## src/rtl/uart_receiver.sv

```systemverilog
// 8N1 UART receiver: 2-flop input synchroniser, mid-bit sampling driven by a
// 32-bit baud down-counter, one-cycle valid / framing-error pulses.
module uart_receiver #(
    parameter int unsigned CLOCKS_PER_BAUD = 868
) (
    input  logic       i_CLK,
    input  logic       i_RESET,
    input  logic       i_RX,
    output logic [7:0] o_DATA_OUT,
    output logic       o_RX_VALID,
    output logic       o_RX_BUSY,
    output logic       o_FRAME_ERROR
);

    localparam int unsigned HALF_BAUD   = CLOCKS_PER_BAUD / 2;
    localparam logic [31:0] BAUD_RELOAD = 32'(CLOCKS_PER_BAUD - 1);
    localparam logic [31:0] HALF_RELOAD = 32'(HALF_BAUD - 1);

    typedef enum logic [2:0] {
        S_IDLE,
        S_START,
        S_DATA,
        S_STOP,
        S_BREAK
    } state_t;

    state_t      state;
    logic        rx_meta;
    logic        rx_s;
    logic [31:0] baud_cnt;
    logic [2:0]  bit_idx;
    logic [7:0]  shift_reg;
    logic        sample;

    // Bring the asynchronous serial line into the i_CLK domain; idles high.
    always_ff @(posedge i_CLK) begin
        if (i_RESET) begin
            rx_meta <= 1'b1;
            rx_s    <= 1'b1;
        end else begin
            rx_meta <= i_RX;
            rx_s    <= rx_meta;
        end
    end

    assign sample = (baud_cnt == '0);

    // Frame FSM: start detection, mid-bit sampling, stop-bit check, break wait.
    always_ff @(posedge i_CLK) begin
        if (i_RESET) begin
            state         <= S_IDLE;
            baud_cnt      <= '0;
            bit_idx       <= '0;
            shift_reg     <= '0;
            o_DATA_OUT    <= '0;
            o_RX_VALID    <= 1'b0;
            o_FRAME_ERROR <= 1'b0;
        end else begin
            o_RX_VALID    <= 1'b0;
            o_FRAME_ERROR <= 1'b0;
            case (state)
                S_IDLE: begin
                    if (!rx_s) begin
                        baud_cnt <= HALF_RELOAD;
                        state    <= S_START;
                    end
                end
                S_START: begin
                    if (sample) begin
                        baud_cnt <= BAUD_RELOAD;
                        if (!rx_s) begin
                            bit_idx <= '0;
                            state   <= S_DATA;
                        end else begin
                            // Start bit gone by mid-point: treat as a glitch.
                            state <= S_IDLE;
                        end
                    end else begin
                        baud_cnt <= baud_cnt - 32'd1;
                    end
                end
                S_DATA: begin
                    if (sample) begin
                        shift_reg <= {rx_s, shift_reg[7:1]};
                        bit_idx   <= bit_idx + 3'd1;
                        baud_cnt  <= BAUD_RELOAD;
                        if (bit_idx == 3'd7) begin
                            state <= S_STOP;
                        end
                    end else begin
                        baud_cnt <= baud_cnt - 32'd1;
                    end
                end
                S_STOP: begin
                    if (sample) begin
                        baud_cnt <= BAUD_RELOAD;
                        if (rx_s) begin
                            o_DATA_OUT <= shift_reg;
                            o_RX_VALID <= 1'b1;
                            state      <= S_IDLE;
                        end else begin
                            o_FRAME_ERROR <= 1'b1;
                            state         <= S_BREAK;
                        end
                    end else begin
                        baud_cnt <= baud_cnt - 32'd1;
                    end
                end
                S_BREAK: begin
                    // Held-low line: wait for idle so a break yields one error only.
                    if (rx_s) begin
                        state <= S_IDLE;
                    end
                end
                default: begin
                    state <= S_IDLE;
                end
            endcase
        end
    end

    // Busy is a pure decode of the frame-in-progress states.
    always_comb begin
        o_RX_BUSY = (state == S_START) || (state == S_DATA) || (state == S_STOP);
    end

endmodule

```

## config.mk

```make
export PLATFORM = sky130hd
export DESIGN_NAME = uart_receiver
export DESIGN_NICKNAME = d
export VERILOG_FILES = /design/src/rtl/uart_receiver.sv
export SDC_FILE = /design/constraint.sdc
export NUM_CORES = 1
export LEC_CHECK = 0
export ABC_AREA = 0
export BUFFER_PORTS_ARGS = -buffer_cell sky130_fd_sc_hd__buf_2
export CORE_MARGIN = 3
export CORE_UTILIZATION = 25
export DETAILED_ROUTE_END_ITERATION = 8
export MAX_ROUTING_LAYER = met4
export PLACE_DENSITY = 0.42
export SYNTH_ARGS = -nofsm -noshare
export SYNTH_HDL_FRONTEND = slang
export SYNTH_SLANG_ARGS = --single-unit
```

## constraint.sdc

```tcl
create_clock -name i_CLK -period 4.9 [get_ports i_CLK]
set_input_delay 0.49 -clock i_CLK [delete_from_list [all_inputs] [get_ports i_CLK]]
set_output_delay 0.49 -clock i_CLK [all_outputs]
set_load 0.05 [all_outputs]
```

**After elaboration in Yosys (flattened, before gate mapping)**

Index checks and enable logic that the tools add are counted.

- $add $sub $neg: 2
- Multiply operators: 0
- Divide/modulo/power cells: 0
- Magnitude comparators: 0
- Eq/ne operators: 12
- Shift-type cells: 0
- Mux-type cells: 18
- Bitwise logic cells: 2
- Reductions and logical operators: 13

Operators by type and width:

| cell | count |
|---|---|
| 2-to-1 mux 32 bit | 2 |
| case mux 32 bit (2 select lines) | 1 |
| logical NOT 32 bit | 1 |
| subtractor 32 x 1 -> 32 bit, second input constant | 1 |
| 2-to-1 mux 3 bit | 10 |
| case mux 3 bit (5 select lines) | 1 |
| != test 2 bit, second input constant | 7 |
| == test 3 x 2 -> 1 bit, second input constant | 2 |
| == test 3 bit, second input constant | 2 |
| case mux 3 bit (2 select lines) | 1 |
| AND reduction 6 bit | 1 |
| OR reduction 3 bit | 2 |
| AND reduction 2 bit | 2 |
| AND reduction 4 bit | 1 |
| nonzero test 2 bit | 2 |
| adder 3 x 1 -> 3 bit, second input constant | 1 |
| == test 3 x 1 -> 1 bit, second input constant | 1 |
| logical NOT 3 bit | 1 |
| AND reduction 3 bit | 1 |
| logical OR 1 bit | 2 |
| 2-to-1 mux 1 bit | 2 |
| 2-to-1 mux 2 bit | 1 |
| inverter 1 bit | 2 |

- Register bits: 58
- Bits in latches: 0
- RAM bits: 0
- ROM bits: 0
- Input port bits: 3
- Output and inout port bits: 11
- Logic and storage cells: 56
- Memories: 0

**Depth between registers and ports, before layout**

Gate-level depths: netlist (run 1).

- Word-level depth: 4
- Depth in mapped cells: 9
- Depth with buffers taken out: 7

**Worst setup path before layout (run 1)**

Ideal clock, no wire load.

- Path kind: reg-to-reg
- From: register baud_cnt[0]
- To: register o_DATA_OUT[3]
- Library setup time: 128 ps
- Data arrival time: 2208 ps
- Data required time: 4772 ps
- Path slack: 2565 ps
- Stages on the path, launching flop included: 9
- Path buffers: 1
- Period minus slack after synthesis: 2335 ps
- Path through: dfxtp_1 -> inv_1 -> ha_1 -> or3b_1 -> buf_2 -> or3_4 -> nor4_4 -> mux2i_1 -> nor2_1

- Cells in the longest elaborated chain, start to end: 2

RTL lines:

| what | line | text |
|---|---|---|
| start: declaration | 30 | `logic [31:0] baud_cnt;` |
| start signal: assignment | 79 | `baud_cnt <= baud_cnt - 32'd1;` |
| start signal: assignment | 91 | `baud_cnt <= baud_cnt - 32'd1;` |
| start signal: assignment | 106 | `baud_cnt <= baud_cnt - 32'd1;` |
| logical NOT 32 bit | 46 | `assign sample = (baud_cnt == '0);` |
| AND reduction 3 bit (no line) | - |  |
| end signal: assignment | 98 | `o_DATA_OUT <= shift_reg;` |
| end: declaration | 9 | `output logic [7:0] o_DATA_OUT,` |

No other way between the ends.
A chain may end at the register's enable or synchronous reset.

**Final worst setup path (run 1)**

- From: register baud_cnt[10]
- To: register shift_reg[4]

- Cells in the longest elaborated chain, start to end: 2

RTL lines:

| what | line | text |
|---|---|---|
| logical NOT 32 bit | 46 |  |
| AND reduction 2 bit (no line) | - |  |
| end signal: assignment | 84 | `shift_reg <= {rx_s, shift_reg[7:1]};` |
| end: declaration | 32 | `logic [7:0] shift_reg;` |

No other way between the ends.

==> results of run 1 <==
-- routing by layer --
| metal | up-vias | GRT usage | share of wire |
|---|---|---|---|
| met4 | 0 | 0.0417 | 0.0090 |
| met5 | - | - | 0 |
| met1 | 1182 | 0.172 | 0.53 |
| li1 | 1257 | - | - |
| met2 | 25 | 0.179 | 0.44 |
| met3 | 4 | 0.0273 | 0.022 |
-- metrics by stage --
stage	std cells	setup slack, ps	cell area, um2	power, W	hold slack (ps)
finish	483	2100	3360	0.00179	349
CTS	483	2080	3360	0.00180	343
global placement	467	2140	3020	0.00108	392
floorplan	334	2560	2870	0.000956	389
global route	483	1930	3360	0.00190	347
detailed placement	467	2120	3020	0.00107	395
-- cell type report --
| class | count | area (um2) |
|---|---|---|
| timing repair buffer | 13 | 65.1 |
| fill | 1184 | 7670 |
| clock inverter | 7 | 118 |
| tap | 140 | 175 |
| clock buffer | 9 | 225 |
| inverter | 7 | 26.3 |
| sequential | 58 | 1160 |
| multi-input combinational | 249 | 1590 |
-- worst min path at each step --
stage	endpoint	slack, ps	depth (start not counted)
finish	rx_meta	350	2
global route	rx_meta	350	2
CTS	rx_meta	340	2
detailed placement	rx_s	390	1
global placement	rx_s	390	1
floorplan	rx_s	390	1
-- cell usage in the layout, fill, tap and decap left out, types with 8 or more instances in the layout --
cell type / netlist / final
sky130_fd_sc_hd__a21oi_1: 20 / 20
sky130_fd_sc_hd__buf_2: 4 / 13
sky130_fd_sc_hd__clkbuf_16: 0 / 9
sky130_fd_sc_hd__dfxtp_1: 58 / 58
sky130_fd_sc_hd__mux2i_1: 21 / 21
sky130_fd_sc_hd__nand2_1: 14 / 14
sky130_fd_sc_hd__nand3_1: 14 / 14
sky130_fd_sc_hd__nor2_1: 36 / 36
sky130_fd_sc_hd__nor3_1: 22 / 22
sky130_fd_sc_hd__nor4_1: 14 / 14
sky130_fd_sc_hd__o21ai_0: 20 / 20
sky130_fd_sc_hd__or3_1: 8 / 8
-- cells by family after synthesis --
kind of cell    after synthesis
xor+xnor                      5
mux                          21
fa+ha+maj                     3
compound gates               72
simple gates                148
flops                        58
buf+inv                      27
-- report_power, final --
part	internal, W	leakage (nW)	switching [W]	total [W]
Clock	0.000496	0.169	0.000223	0.000719
Sequential	0.000499	0.469	0.0000331	0.000533
Combinational	0.000180	0.646	0.000357	0.000536
==> impl_results.html, run 1 <==
<table>
<tr><th>Metric</th><th>Value</th></tr>
<tr><th colspan="2">Critical path</th></tr>
<tr><td>Critical path depth in cells</td><td>5</td></tr>
<tr><td>Family with the most delay on the worst path</td><td>simple AND/OR/NAND/NOR gates</td></tr>
<tr><td>Setup crit start</td><td>baud_cnt[10]</td></tr>
<tr><td>Data arrival at the endpoint of the critical path</td><td>2970 ps</td></tr>
<tr><td>Depth of the most critical reg-to-reg path</td><td>5</td></tr>
<tr><td>Reg-to-Reg End</td><td>shift_reg[4]</td></tr>
<tr><td>Crit Reg-Reg Startpoint</td><td>baud_cnt[10]</td></tr>
<tr><td>Worst path max stage delay</td><td>740 ps</td></tr>
<tr><td>Slowest cell on the critical path</td><td>sky130_fd_sc_hd__or4_1</td></tr>
<tr><td>Worst setup path class</td><td>reg2reg</td></tr>
<tr><td>Capturing element of the worst setup path</td><td>shift_reg[4]</td></tr>
<tr><td>Number of buffers and inverters on the critical path</td><td>0</td></tr>
<tr><td>Worst path required time</td><td>5080 ps</td></tr>
<tr><td>Critical Path End Type</td><td>flip-flop</td></tr>
<tr><td>Critical-path cell list</td><td>or4_1 &gt; nor4_4 &gt; and4_1 &gt; mux2i_1 &gt; nor2_1</td></tr>
<tr><td>Startpoint type of the worst setup path</td><td>flip-flop</td></tr>
<tr><td>Peak fanout along the critical path</td><td>11</td></tr>
<tr><td>Worst setup slack for register-to-register paths</td><td>2100 ps</td></tr>
<tr><th colspan="2">Global routing</th></tr>
<tr><td>Pin count of the biggest net entering global routing</td><td>36</td></tr>
<tr><td>Antenna violations before repair</td><td>0</td></tr>
<tr><td>Aggregate global-route resource usage</td><td>0.124</td></tr>
<tr><td>Vias in the first global route</td><td>2373</td></tr>
<tr><td>Final global-route overflow total</td><td>0</td></tr>
<tr><td>Wire length of the first global-routing pass</td><td>12.5 mm</td></tr>
<tr><th colspan="2">Clock tree</th></tr>
<tr><td>Clock latency reported for the late side of the worst-skew pair</td><td>320 ps</td></tr>
<tr><td>Cts bufs inserted</td><td>9</td></tr>
<tr><td>Number of instances resized during post-cts repair</td><td>0</td></tr>
<tr><td>Cts-stage hold buffer count</td><td>0</td></tr>
<tr><td>H-tree lvl count</td><td>3</td></tr>
<tr><td>Cell at the root of the clock tree</td><td>sky130_fd_sc_hd__clkbuf_16</td></tr>
<tr><td>Max Buffers Root-to-Sink</td><td>2</td></tr>
<tr><td>Number of sinks handled by clock tree synthesis</td><td>58</td></tr>
<tr><td>Post CTS Setup Buffer Count</td><td>0</td></tr>
<tr><td>CTS tree</td><td>done</td></tr>
<tr><td>Clock-pin transition on the worst setup and hold timing paths</td><td>50 ps</td></tr>
<tr><th colspan="2">Floorplanning</th></tr>
<tr><td>Chip height</td><td>between 100 and 150 um</td></tr>
<tr><td>Core ar.</td><td>between 10000 and 15000 um2</td></tr>
<tr><td>Cell Rows</td><td>38</td></tr>
<tr><td>Floorplan die area</td><td>12800 um2</td></tr>
<tr><td>I/O pins</td><td>14</td></tr>
<tr><td>Width of the die</td><td>113 um</td></tr>
<tr><td>Initial Util</td><td>0.260</td></tr>
<tr><th colspan="2">Logic synthesis</th></tr>
<tr><td>Synth Area in XOR/XNOR</td><td>0.0153</td></tr>
<tr><td>Synth Instances</td><td>334</td></tr>
<tr><td>Sequential-to-total area share from yosys stat</td><td>0.405</td></tr>
<tr><td>Mapped Avg Cell Area</td><td>between 8 and 9 um2</td></tr>
<tr><td>Compound-Gate Fraction of Synth Area</td><td>0.162</td></tr>
<tr><td>Synthesized cell area</td><td>about 2900 um2</td></tr>
<tr><td>Adder and majority cell fraction of the synthesized area</td><td>0.0131</td></tr>
<tr><td>Total of flip-flops plus latches after synthesis</td><td>58</td></tr>
<tr><td>Share of the synthesized area in the top cell type</td><td>0.405</td></tr>
<tr><td>Number of flops mapped to enable cells by yosys</td><td>0</td></tr>
<tr><td>Leading cell types by total area after synthesis</td><td>sky130_fd_sc_hd__dfxtp_1 (40%), sky130_fd_sc_hd__mux2i_1 (7.3%), sky130_fd_sc_hd__nor2_1 (4.7%), sky130_fd_sc_hd__nor3_1 (3.8%), sky130_fd_sc_hd__a21oi_1 (3.5%)</td></tr>
<tr><td>Commonest register cell after synthesis</td><td>sky130_fd_sc_hd__dfxtp_1</td></tr>
<tr><td>Post-Syn Nets</td><td>340</td></tr>
<tr><td>Fraction of the mapped netlist area in simple logic gates</td><td>0.290</td></tr>
<tr><td>Multiplexer area fraction after synthesis</td><td>0.0733</td></tr>
<tr><td>Async set-or-reset flop fraction in the synthesized netlist</td><td>0</td></tr>
<tr><td>Post-synthesis cell type count</td><td>55</td></tr>
<tr><td>Main combinational cell family by area after synthesis</td><td>simple AND/OR/NAND/NOR gates</td></tr>
<tr><td>Top cells by instance count after synthesis</td><td>sky130_fd_sc_hd__dfxtp_1 (58), sky130_fd_sc_hd__nor2_1 (36), sky130_fd_sc_hd__nor3_1 (22)</td></tr>
<tr><td>Largest area contributor in the netlist</td><td>sky130_fd_sc_hd__dfxtp_1</td></tr>
<tr><td>Yosys warning count</td><td>0</td></tr>
<tr><td>Count leader, synth</td><td>sky130_fd_sc_hd__dfxtp_1</td></tr>
<tr><th colspan="2">Route</th></tr>
<tr><td>Average routed wire per standard cell</td><td>14.9 um</td></tr>
<tr><td>1st-iter DRT viols</td><td>129</td></tr>
<tr><td>Routed Wire Length</td><td>approximately 7.2 mm</td></tr>
<tr><td>Total number of vias</td><td>2468</td></tr>
<tr><td>Vias per cell</td><td>5.11</td></tr>
<tr><td>Drc violations</td><td>0</td></tr>
<tr><td>Initial DRT Pass Iterations</td><td>4</td></tr>
<tr><td>Routed Antenna Nets</td><td>0</td></tr>
<tr><th colspan="2">Timing</th></tr>
<tr><td>Post-route clock period utilization</td><td>0.570</td></tr>
<tr><td>Slew HR</td><td>0.230</td></tr>
<tr><td>Highest Clock Rate</td><td>358 MHz</td></tr>
<tr><td>Final Hold Viols</td><td>0</td></tr>
<tr><td>Min Tclk post-route</td><td>2800 ps</td></tr>
<tr><td>Final number of max-transition violations</td><td>0</td></tr>
<tr><td>Count of final setup violators</td><td>0</td></tr>
<tr><td>RSZ-0062 raised after global routing</td><td>false</td></tr>
<tr><td>Slew of the pin with the lowest slew margin</td><td>1150 ps</td></tr>
<tr><td>Clock Skew</td><td>6.46 ps</td></tr>
<tr><td>Sum of negative setup slack</td><td>0 ps</td></tr>
<tr><th colspan="2">Finish</th></tr>
<tr><td>Area grow syn2layout</td><td>17.1%</td></tr>
<tr><td>Number of antenna cells inserted</td><td>0</td></tr>
<tr><td>Share of post-route cells with drive strength above 1</td><td>0.125</td></tr>
<tr><td>Core occupancy in the finished layout</td><td>0.305</td></tr>
<tr><td>Flip-flop count of the largest register after layout</td><td>32</td></tr>
<tr><td># nets final</td><td>around 340</td></tr>
<tr><th colspan="2">Outcome</th></tr>
<tr><td>Outcome</td><td>completed</td></tr>
<tr><th colspan="2">Placement</th></tr>
<tr><td>Port bufs</td><td>13</td></tr>
<tr><td>Post-DP HPWL</td><td>4.83 mm</td></tr>
<tr><td>Placer congestion estimate</td><td>between 0.7 and 0.8</td></tr>
<tr><th colspan="2">Min path</th></tr>
<tr><td>Launch instance of the worst min-delay path</td><td>i_RX</td></tr>
<tr><td>Class of the tightest hold or removal check</td><td>in2reg</td></tr>
<tr><th colspan="2">Pwr</th></tr>
<tr><td>Max IR drop VDD</td><td>0.155 mV</td></tr>
<tr><td>Leakage power</td><td>1.28 nW</td></tr>
<tr><td>Total power per unit cell area</td><td>532 nW/um2</td></tr>
<tr><th colspan="2">Flow run</th></tr>
<tr><td>Number of max-capacitance violations reported</td><td>0</td></tr>
</table>
Power figures use the tool's default switching activity.
==> run 2: changes to the inputs <==
- PLACE_DENSITY: 0.42 -> 0.44
- clock period: 4.9 -> 2.55 ns (I/O delays scaled with it)
==> impl_results.html, run 2 (same netlist as run 1, synthesis figures left out) <==
<table>
<tr><th>Metric</th><th>Value</th></tr>
<tr><th colspan="2">Floorplanning</th></tr>
<tr><td>Core ar.</td><td>11000 um2 (unchanged)</td></tr>
<tr><td>Chip height</td><td>113 um (unchanged)</td></tr>
<tr><td>I/O pins</td><td>14 (unchanged)</td></tr>
<tr><td>Initial Util</td><td>0.260 (unchanged)</td></tr>
<tr><td>Floorplan die area</td><td>12800 um2 (unchanged)</td></tr>
<tr><td>Cell Rows</td><td>38 (unchanged)</td></tr>
<tr><td>Width of the die</td><td>113 um (unchanged)</td></tr>
<tr><th colspan="2">Global routing</th></tr>
<tr><td>Pin count of the biggest net entering global routing</td><td>24 (-33%)</td></tr>
<tr><td>GR peak layer</td><td>met2</td></tr>
<tr><td>Antenna violations before repair</td><td>0 (unchanged)</td></tr>
<tr><td>Met3 Track Usage GR</td><td>0.0289 (+0.00160)</td></tr>
<tr><td>Aggregate global-route resource usage</td><td>0.124 (about the same)</td></tr>
<tr><td>Met2 track demand over resource</td><td>0.175 (-0.00355)</td></tr>
<tr><td>Wire length of the first global-routing pass</td><td>12.2 mm (-2.1%)</td></tr>
<tr><td>Global-route track usage on met1</td><td>0.174 (+0.00241)</td></tr>
<tr><td>Final global-route overflow total</td><td>0 (unchanged)</td></tr>
<tr><td>Vias in the first global route</td><td>2363 (-0.42%)</td></tr>
<tr><th colspan="2">Placement</th></tr>
<tr><td>Area after DPL</td><td>3190 um2 (+5.8%)</td></tr>
<tr><td>Post-DP HPWL</td><td>5.11 mm (+5.8%)</td></tr>
<tr><td>Port bufs</td><td>13 (unchanged)</td></tr>
<tr><td>Placer congestion estimate</td><td>0.780 (+3.8%)</td></tr>
<tr><th colspan="2">Outcome</th></tr>
<tr><td>Outcome</td><td>completed</td></tr>
<tr><th colspan="2">Pwr</th></tr>
<tr><td>Net switching component of the power</td><td>0.00119 W (+94%)</td></tr>
<tr><td>Internal power consumption</td><td>0.00231 W (+96%)</td></tr>
<tr><td>Part of the total power dissipated in combinational logic</td><td>0.340 (+0.040)</td></tr>
<tr><td>Sw Ratio</td><td>0.340 (-0.00299)</td></tr>
<tr><td>Total power per unit cell area</td><td>995 nW/um2 (+87%)</td></tr>
<tr><td>Power, Total</td><td>0.00350 W (+95%)</td></tr>
<tr><td>Max IR drop VDD</td><td>0.419 mV (+170%)</td></tr>
<tr><td>Share of power burned in registers</td><td>0.291 (-0.007)</td></tr>
<tr><td>Leakage power</td><td>1.38 nW (+7.1%)</td></tr>
<tr><td>Share of total power in the clock network</td><td>0.369 (-0.033)</td></tr>
<tr><th colspan="2">Critical path</th></tr>
<tr><td>Startpoint type of the worst setup path</td><td>flip-flop</td></tr>
<tr><td>Critical Path End Type</td><td>flip-flop</td></tr>
<tr><td>Worst setup path class</td><td>reg2reg</td></tr>
<tr><td>Data arrival at the endpoint of the critical path</td><td>2540 ps (-430 ps)</td></tr>
<tr><td>Depth of the most critical reg-to-reg path</td><td>8 (+3)</td></tr>
<tr><td>Worst setup slack for register-to-register paths</td><td>220 ps (-1890 ps)</td></tr>
<tr><td>Peak fanout along the critical path</td><td>8 (-3)</td></tr>
<tr><td>Worst path max stage delay</td><td>510 ps (-230 ps)</td></tr>
<tr><td>Worst path required time</td><td>2760 ps (-2320 ps)</td></tr>
<tr><td>Slowest cell on the critical path</td><td>sky130_fd_sc_hd__or3b_1</td></tr>
<tr><td>Critical-path cell list</td><td>inv_1 &gt; ha_1 &gt; or3b_1 &gt; or3_4 &gt; nor4_4 &gt; buf_12 &gt; mux2i_1 &gt; nor2_1</td></tr>
<tr><th colspan="2">Timing</th></tr>
<tr><td>RSZ-0062 raised after global routing</td><td>false</td></tr>
<tr><td>Highest Clock Rate</td><td>429 MHz (+20%)</td></tr>
<tr><td>Slew HR</td><td>0.225 (-0.00561)</td></tr>
<tr><td>Count of final setup violators</td><td>0 (unchanged)</td></tr>
<tr><td>Final number of max-transition violations</td><td>0 (unchanged)</td></tr>
<tr><td>Final Hold Viols</td><td>0 (unchanged)</td></tr>
<tr><td>Clock Skew</td><td>4.44 ps (-2.02 ps)</td></tr>
<tr><td>Post-route clock period utilization</td><td>0.914 (+0.344)</td></tr>
<tr><td>Min Tclk post-route</td><td>2330 ps (-464 ps)</td></tr>
<tr><td>Sum of negative setup slack</td><td>0 ps (unchanged)</td></tr>
<tr><td>Slew of the pin with the lowest slew margin</td><td>1160 ps (+8.39 ps)</td></tr>
<tr><th colspan="2">Clock tree</th></tr>
<tr><td>Number of sinks handled by clock tree synthesis</td><td>58 (unchanged)</td></tr>
<tr><td>Clock-pin transition on the worst setup and hold timing paths</td><td>50 ps (about the same)</td></tr>
<tr><td>Max Buffers Root-to-Sink</td><td>2 (unchanged)</td></tr>
<tr><td>CTS tree</td><td>done</td></tr>
<tr><td>Cell at the root of the clock tree</td><td>sky130_fd_sc_hd__clkbuf_16</td></tr>
<tr><td>H-tree lvl count</td><td>3 (unchanged)</td></tr>
<tr><td>Cts-stage hold buffer count</td><td>0 (unchanged)</td></tr>
<tr><td>Cts bufs inserted</td><td>9 (unchanged)</td></tr>
<tr><td>Post CTS Setup Buffer Count</td><td>0 (unchanged)</td></tr>
<tr><td>Clock latency reported for the late side of the worst-skew pair</td><td>320 ps (about the same)</td></tr>
<tr><td>Number of instances resized during post-cts repair</td><td>0 (unchanged)</td></tr>
<tr><th colspan="2">Finish</th></tr>
<tr><td>Fill cell instance count of the final layout</td><td>1165 (-1.6%)</td></tr>
<tr><td>Number of antenna cells inserted</td><td>0 (unchanged)</td></tr>
<tr><td>Most common library cell in the layout ignoring fill and taps</td><td>sky130_fd_sc_hd__dfxtp_1</td></tr>
<tr><td>Combined area of the multi-input logic cells</td><td>1590 um2 (unchanged)</td></tr>
<tr><td>Leading cell types in the layout, fill and taps excluded</td><td>sky130_fd_sc_hd__dfxtp_1 (58), sky130_fd_sc_hd__nor2_1 (36), sky130_fd_sc_hd__nor3_1 (22), sky130_fd_sc_hd__mux2i_1 (21)</td></tr>
<tr><td>Area of all placed cells without fillers</td><td>3510 um2 (+4.5%)</td></tr>
<tr><td>Flip-flop count of the largest register after layout</td><td>32 (unchanged)</td></tr>
<tr><td>Total area of sequential cells</td><td>1160 um2 (unchanged)</td></tr>
<tr><td>Area grow syn2layout</td><td>22.5%</td></tr>
<tr><td># nets final</td><td>364 (+5.8%)</td></tr>
<tr><td>Share of post-route cells with drive strength above 1</td><td>0.171 (+0.0454)</td></tr>
<tr><th colspan="2">Route</th></tr>
<tr><td>Routed Antenna Nets</td><td>0 (unchanged)</td></tr>
<tr><td>1st-iter DRT viols</td><td>127 (-1.6%)</td></tr>
<tr><td>Vias per cell</td><td>4.95 (-3.1%)</td></tr>
<tr><td>Total number of vias</td><td>2490 (+0.89%)</td></tr>
<tr><td>Routed Wire Length</td><td>7.23 mm (+0.50%)</td></tr>
<tr><td>Drc violations</td><td>0 (unchanged)</td></tr>
<tr><td>Initial DRT Pass Iterations</td><td>4 (unchanged)</td></tr>
<tr><td>Average routed wire per standard cell</td><td>14.4 um (-3.5%)</td></tr>
<tr><th colspan="2">Min path</th></tr>
<tr><td>Hold Path Depth</td><td>2 (unchanged)</td></tr>
<tr><td>Class of the tightest hold or removal check</td><td>in2reg</td></tr>
<tr><th colspan="2">Flow run</th></tr>
<tr><td>Number of max-capacitance violations reported</td><td>0 (unchanged)</td></tr>
</table>
run 2: per-stage QoR:
step	cells	setup slack (ps)	utilization	hold slack, ps
floorplan	334	215	-	359
global placement	487	233	0.289	392
detailed placement	487	216	0.289	393
CTS	503	212	0.318	104
global route	503	74.4	0.318	111
finish	503	219	0.318	116
run 2: metal layers:
layer  share of wire  vias to the layer above
li1                -                     1280
met3           0.038                        9
met1            0.51                     1167
met5               0                        -
met2            0.43                       34
met4           0.014                        0
run 2: worst paths after layout:
path / from / end
max: baud_cnt[0] / o_DATA_OUT[4]
min: i_RX / rx_meta
max reg2reg: baud_cnt[0] / o_DATA_OUT[4]
min reg2reg: rx_meta / rx_s
run 2: cell type report:
type	count	share of cell area
multi-input combinational	249	0.452
sequential	58	0.331
clock buffer	11	0.0691
timing repair buffer	33	0.0684
tap	140	0.0499
clock inverter	5	0.0221
inverter	7	0.00748
run 2: power by group through the flow:
stage	logic, W	clock network (W)	registers, W
after global placement	0.00119	0	0.00104
after CTS	0.00119	0.00132	0.00102
final	0.00119	0.00129	0.00102
after global routing	0.00132	0.00137	0.00103
after floorplan	0.000816	0	0.00102
after detailed placement	0.00118	0	0.00104
run 2: worst max-delay path: cells and delay by family (launching register included):
family | cells | cell delay (ps)
adder cells (fa/ha/maj) | 1 | 170
buffers and inverters | 2 | 230
flip-flops | 1 | 330
multiplexers | 1 | 190
AND/OR/NAND/NOR | 4 | 1280
==> run 3: changes to the inputs <==
- CORE_ASPECT_RATIO: not set -> 1.5
==> impl_results.html, run 3 (same netlist as run 1, synthesis figures left out) <==
<table>
<tr><th>Metric</th><th>Value</th></tr>
<tr><th colspan="2">Floorplanning</th></tr>
<tr><td>I/O pins</td><td>14 (unchanged)</td></tr>
<tr><td>Floorplan die area</td><td>12800 um2 (+0.21%)</td></tr>
<tr><td>Chip height</td><td>137 um (+21%)</td></tr>
<tr><td>Width of the die</td><td>93.5 um (-17%)</td></tr>
<tr><td>Core ar.</td><td>11100 um2 (+0.76%)</td></tr>
<tr><td>Initial Util</td><td>0.258 (-0.00196)</td></tr>
<tr><td>Cell Rows</td><td>47 (+24%)</td></tr>
<tr><th colspan="2">Route</th></tr>
<tr><td>Average routed wire per standard cell</td><td>14.7 um (+2.0%)</td></tr>
<tr><td>Routed Wire Length</td><td>7.49 mm (+3.7%)</td></tr>
<tr><td>Initial DRT Pass Iterations</td><td>4 (unchanged)</td></tr>
<tr><td>Vias per cell</td><td>4.99 (+0.89%)</td></tr>
<tr><td>Total number of vias</td><td>2552 (+2.5%)</td></tr>
<tr><td>Routed Antenna Nets</td><td>0 (unchanged)</td></tr>
<tr><td>1st-iter DRT viols</td><td>126 (-0.79%)</td></tr>
<tr><td>Drc violations</td><td>0 (unchanged)</td></tr>
<tr><th colspan="2">Finish</th></tr>
<tr><td>Area grow syn2layout</td><td>22.8%</td></tr>
<tr><td>Most common library cell in the layout ignoring fill and taps</td><td>sky130_fd_sc_hd__dfxtp_1</td></tr>
<tr><td>Total area of sequential cells</td><td>1160 um2 (unchanged)</td></tr>
<tr><td>Combined area of the multi-input logic cells</td><td>1590 um2 (unchanged)</td></tr>
<tr><td>Final cell count without fillers</td><td>511 (+1.6%)</td></tr>
<tr><td>Flip-flop count of the largest register after layout</td><td>32 (unchanged)</td></tr>
<tr><td>Number of antenna cells inserted</td><td>0 (unchanged)</td></tr>
<tr><td># nets final</td><td>365 (+0.27%)</td></tr>
<tr><td>Leading cell types in the layout, fill and taps excluded</td><td>sky130_fd_sc_hd__dfxtp_1 (58), sky130_fd_sc_hd__nor2_1 (36), sky130_fd_sc_hd__nor3_1 (22), sky130_fd_sc_hd__mux2i_1 (21)</td></tr>
<tr><td>Area of all placed cells without fillers</td><td>3520 um2 (+0.29%)</td></tr>
<tr><td>Fill cell instance count of the final layout</td><td>1185 (+1.7%)</td></tr>
<tr><td>Share of post-route cells with drive strength above 1</td><td>0.176 (+0.00503)</td></tr>
<tr><th colspan="2">Timing</th></tr>
<tr><td>Sum of negative setup slack</td><td>0 ps (unchanged)</td></tr>
<tr><td>Slew of the pin with the lowest slew margin</td><td>1090 ps (-72.6 ps)</td></tr>
<tr><td>Highest Clock Rate</td><td>420 MHz (-2.2%)</td></tr>
<tr><td>RSZ-0062 raised after global routing</td><td>false</td></tr>
<tr><td>Final Hold Viols</td><td>0 (unchanged)</td></tr>
<tr><td>Clock Skew</td><td>5.23 ps (+0.793 ps)</td></tr>
<tr><td>Count of final setup violators</td><td>0 (unchanged)</td></tr>
<tr><td>Min Tclk post-route</td><td>2380 ps (+51.3 ps)</td></tr>
<tr><td>Post-route clock period utilization</td><td>0.934 (+0.0201)</td></tr>
<tr><td>Slew HR</td><td>0.273 (+0.0485)</td></tr>
<tr><td>Final number of max-transition violations</td><td>0 (unchanged)</td></tr>
<tr><td>Final Worst Setup Slack</td><td>167 ps (-51.3 ps)</td></tr>
<tr><th colspan="2">Critical path</th></tr>
<tr><td>Startpoint type of the worst setup path</td><td>flip-flop</td></tr>
<tr><td>Critical Path End Type</td><td>flip-flop</td></tr>
<tr><td>Peak fanout along the critical path</td><td>8 (unchanged)</td></tr>
<tr><td>Worst setup slack for register-to-register paths</td><td>170 ps (-50 ps)</td></tr>
<tr><td>Worst setup path class</td><td>reg2reg</td></tr>
<tr><td>Data arrival at the endpoint of the critical path</td><td>2590 ps (+50 ps)</td></tr>
<tr><td>Worst path required time</td><td>2760 ps (about the same)</td></tr>
<tr><th colspan="2">Clock tree</th></tr>
<tr><td>Clock-pin transition on the worst setup and hold timing paths</td><td>50 ps (about the same)</td></tr>
<tr><td>Cts bufs inserted</td><td>9 (unchanged)</td></tr>
<tr><td>Clock latency reported for the late side of the worst-skew pair</td><td>330 ps (about the same)</td></tr>
<tr><td>CTS tree</td><td>done</td></tr>
<tr><td>Number of sinks handled by clock tree synthesis</td><td>58 (unchanged)</td></tr>
<tr><td>Number of instances resized during post-cts repair</td><td>0 (unchanged)</td></tr>
<tr><td>H-tree lvl count</td><td>3 (unchanged)</td></tr>
<tr><td>Max Buffers Root-to-Sink</td><td>2 (unchanged)</td></tr>
<tr><td>Cell at the root of the clock tree</td><td>sky130_fd_sc_hd__clkbuf_16</td></tr>
<tr><th colspan="2">Pwr</th></tr>
<tr><td>Max IR drop VDD</td><td>0.358 mV (-15%)</td></tr>
<tr><td>Power, Total</td><td>0.00353 W (+1.1%)</td></tr>
<tr><td>Total power per unit cell area</td><td>1000 nW/um2 (+0.77%)</td></tr>
<tr><td>Leakage power</td><td>1.37 nW (-0.49%)</td></tr>
<tr><th colspan="2">Placement</th></tr>
<tr><td>Port bufs</td><td>13 (unchanged)</td></tr>
<tr><td>Placer congestion estimate</td><td>0.807 (+3.4%)</td></tr>
<tr><td>Count of placed standard cells including taps</td><td>495 (+1.6%)</td></tr>
<tr><td>Area after DPL</td><td>3200 um2 (+0.12%)</td></tr>
<tr><td>Post-DP HPWL</td><td>5.40 mm (+5.6%)</td></tr>
<tr><td>Worst setup slack before clock tree synthesis</td><td>152 ps (-63.8 ps)</td></tr>
<tr><th colspan="2">Global routing</th></tr>
<tr><td>Vias in the first global route</td><td>2428 (+2.8%)</td></tr>
<tr><td>Pin count of the biggest net entering global routing</td><td>35 (+46%)</td></tr>
<tr><td>Aggregate global-route resource usage</td><td>0.126 (+0.00171)</td></tr>
<tr><td>Final global-route overflow total</td><td>0 (unchanged)</td></tr>
<tr><td>Antenna violations before repair</td><td>0 (unchanged)</td></tr>
<tr><td>Wire length of the first global-routing pass</td><td>12.2 mm (-0.51%)</td></tr>
<tr><th colspan="2">Outcome</th></tr>
<tr><td>Outcome</td><td>completed</td></tr>
<tr><th colspan="2">Min path</th></tr>
<tr><td>Class of the tightest hold or removal check</td><td>in2reg</td></tr>
<tr><th colspan="2">Flow run</th></tr>
<tr><td>Number of max-capacitance violations reported</td><td>0 (unchanged)</td></tr>
</table>
-- run 3: changes by cell type in the layout (fill, tap and decap cells not counted) --
cell / previous run / this run
sky130_fd_sc_hd__buf_4: 18 / 20
sky130_fd_sc_hd__buf_12: 2 / 1
sky130_fd_sc_hd__clkinvlp_4: 1 / 2
sky130_fd_sc_hd__clkbuf_1: 1 / 0
sky130_fd_sc_hd__inv_6: 0 / 2
sky130_fd_sc_hd__clkinv_2: 2 / 0
sky130_fd_sc_hd__clkinv_4: 0 / 1
sky130_fd_sc_hd__clkbuf_8: 1 / 0
-- run 3: stage by stage --
| stage | util | hold WS, ps |
|---|---|---|
| 2_1_floorplan | - | 359 |
| 3_3_place_gp | 0.288 | 392 |
| 3_5_place_dp | 0.288 | 393 |
| 4_1_cts | 0.317 | 95.0 |
| 5_1_grt | 0.317 | 100 |
| 6_report | 0.317 | 107 |
-- run 3: worst paths after layout --
check,end,cells past startpoint,from
min reg2reg,rx_s,1,rx_meta
min,rx_meta,2,i_RX
max reg2reg,o_DATA_OUT[5],8,baud_cnt[0]
max,o_DATA_OUT[5],8,baud_cnt[0]
-- run 3: layout make-up --
cell class,instances,area share
Multi-Input combinational cell,249,0.451
Sequential cell,58,0.330
Timing Repair Buffer,34,0.0668
Clock buffer,9,0.0639
Tap cell,147,0.0522
Clock inverter,7,0.0288
Inverter,7,0.00746
-- run 3: per-layer routing --
metal  track usage  part of all wire  up-vias
met2         0.218              0.52       28
met3        0.0295             0.022        7
met1         0.138              0.44     1235
li1              -                 -     1282
met4        0.0513             0.015        0
met5             -                 0        -
-- run 3: report_power, final --
part           switching, W  internal [W]  leakage, nW  total (W)
registers         0.0000642      0.000959        0.469    0.00102
logic              0.000716      0.000471        0.747    0.00119
clock network      0.000460      0.000863        0.153    0.00132
total               0.00124       0.00229         1.37    0.00353
-- run 3: worst max-delay path, stage by stage (launching register included) --
cell and delay, ps:
sky130_fd_sc_hd__dfxtp_1 330, sky130_fd_sc_hd__inv_1 60, sky130_fd_sc_hd__ha_1 180, sky130_fd_sc_hd__or3b_1 520
sky130_fd_sc_hd__or3_4 450, sky130_fd_sc_hd__nor4_4 200, sky130_fd_sc_hd__buf_4 240, sky130_fd_sc_hd__mux2i_1 210
sky130_fd_sc_hd__nor2_1 50
-- run 3: repair_timing --
action,CTS,global route
setup endpoints to repair,0,1
buffers inserted,0,0
hold buffers,0,0
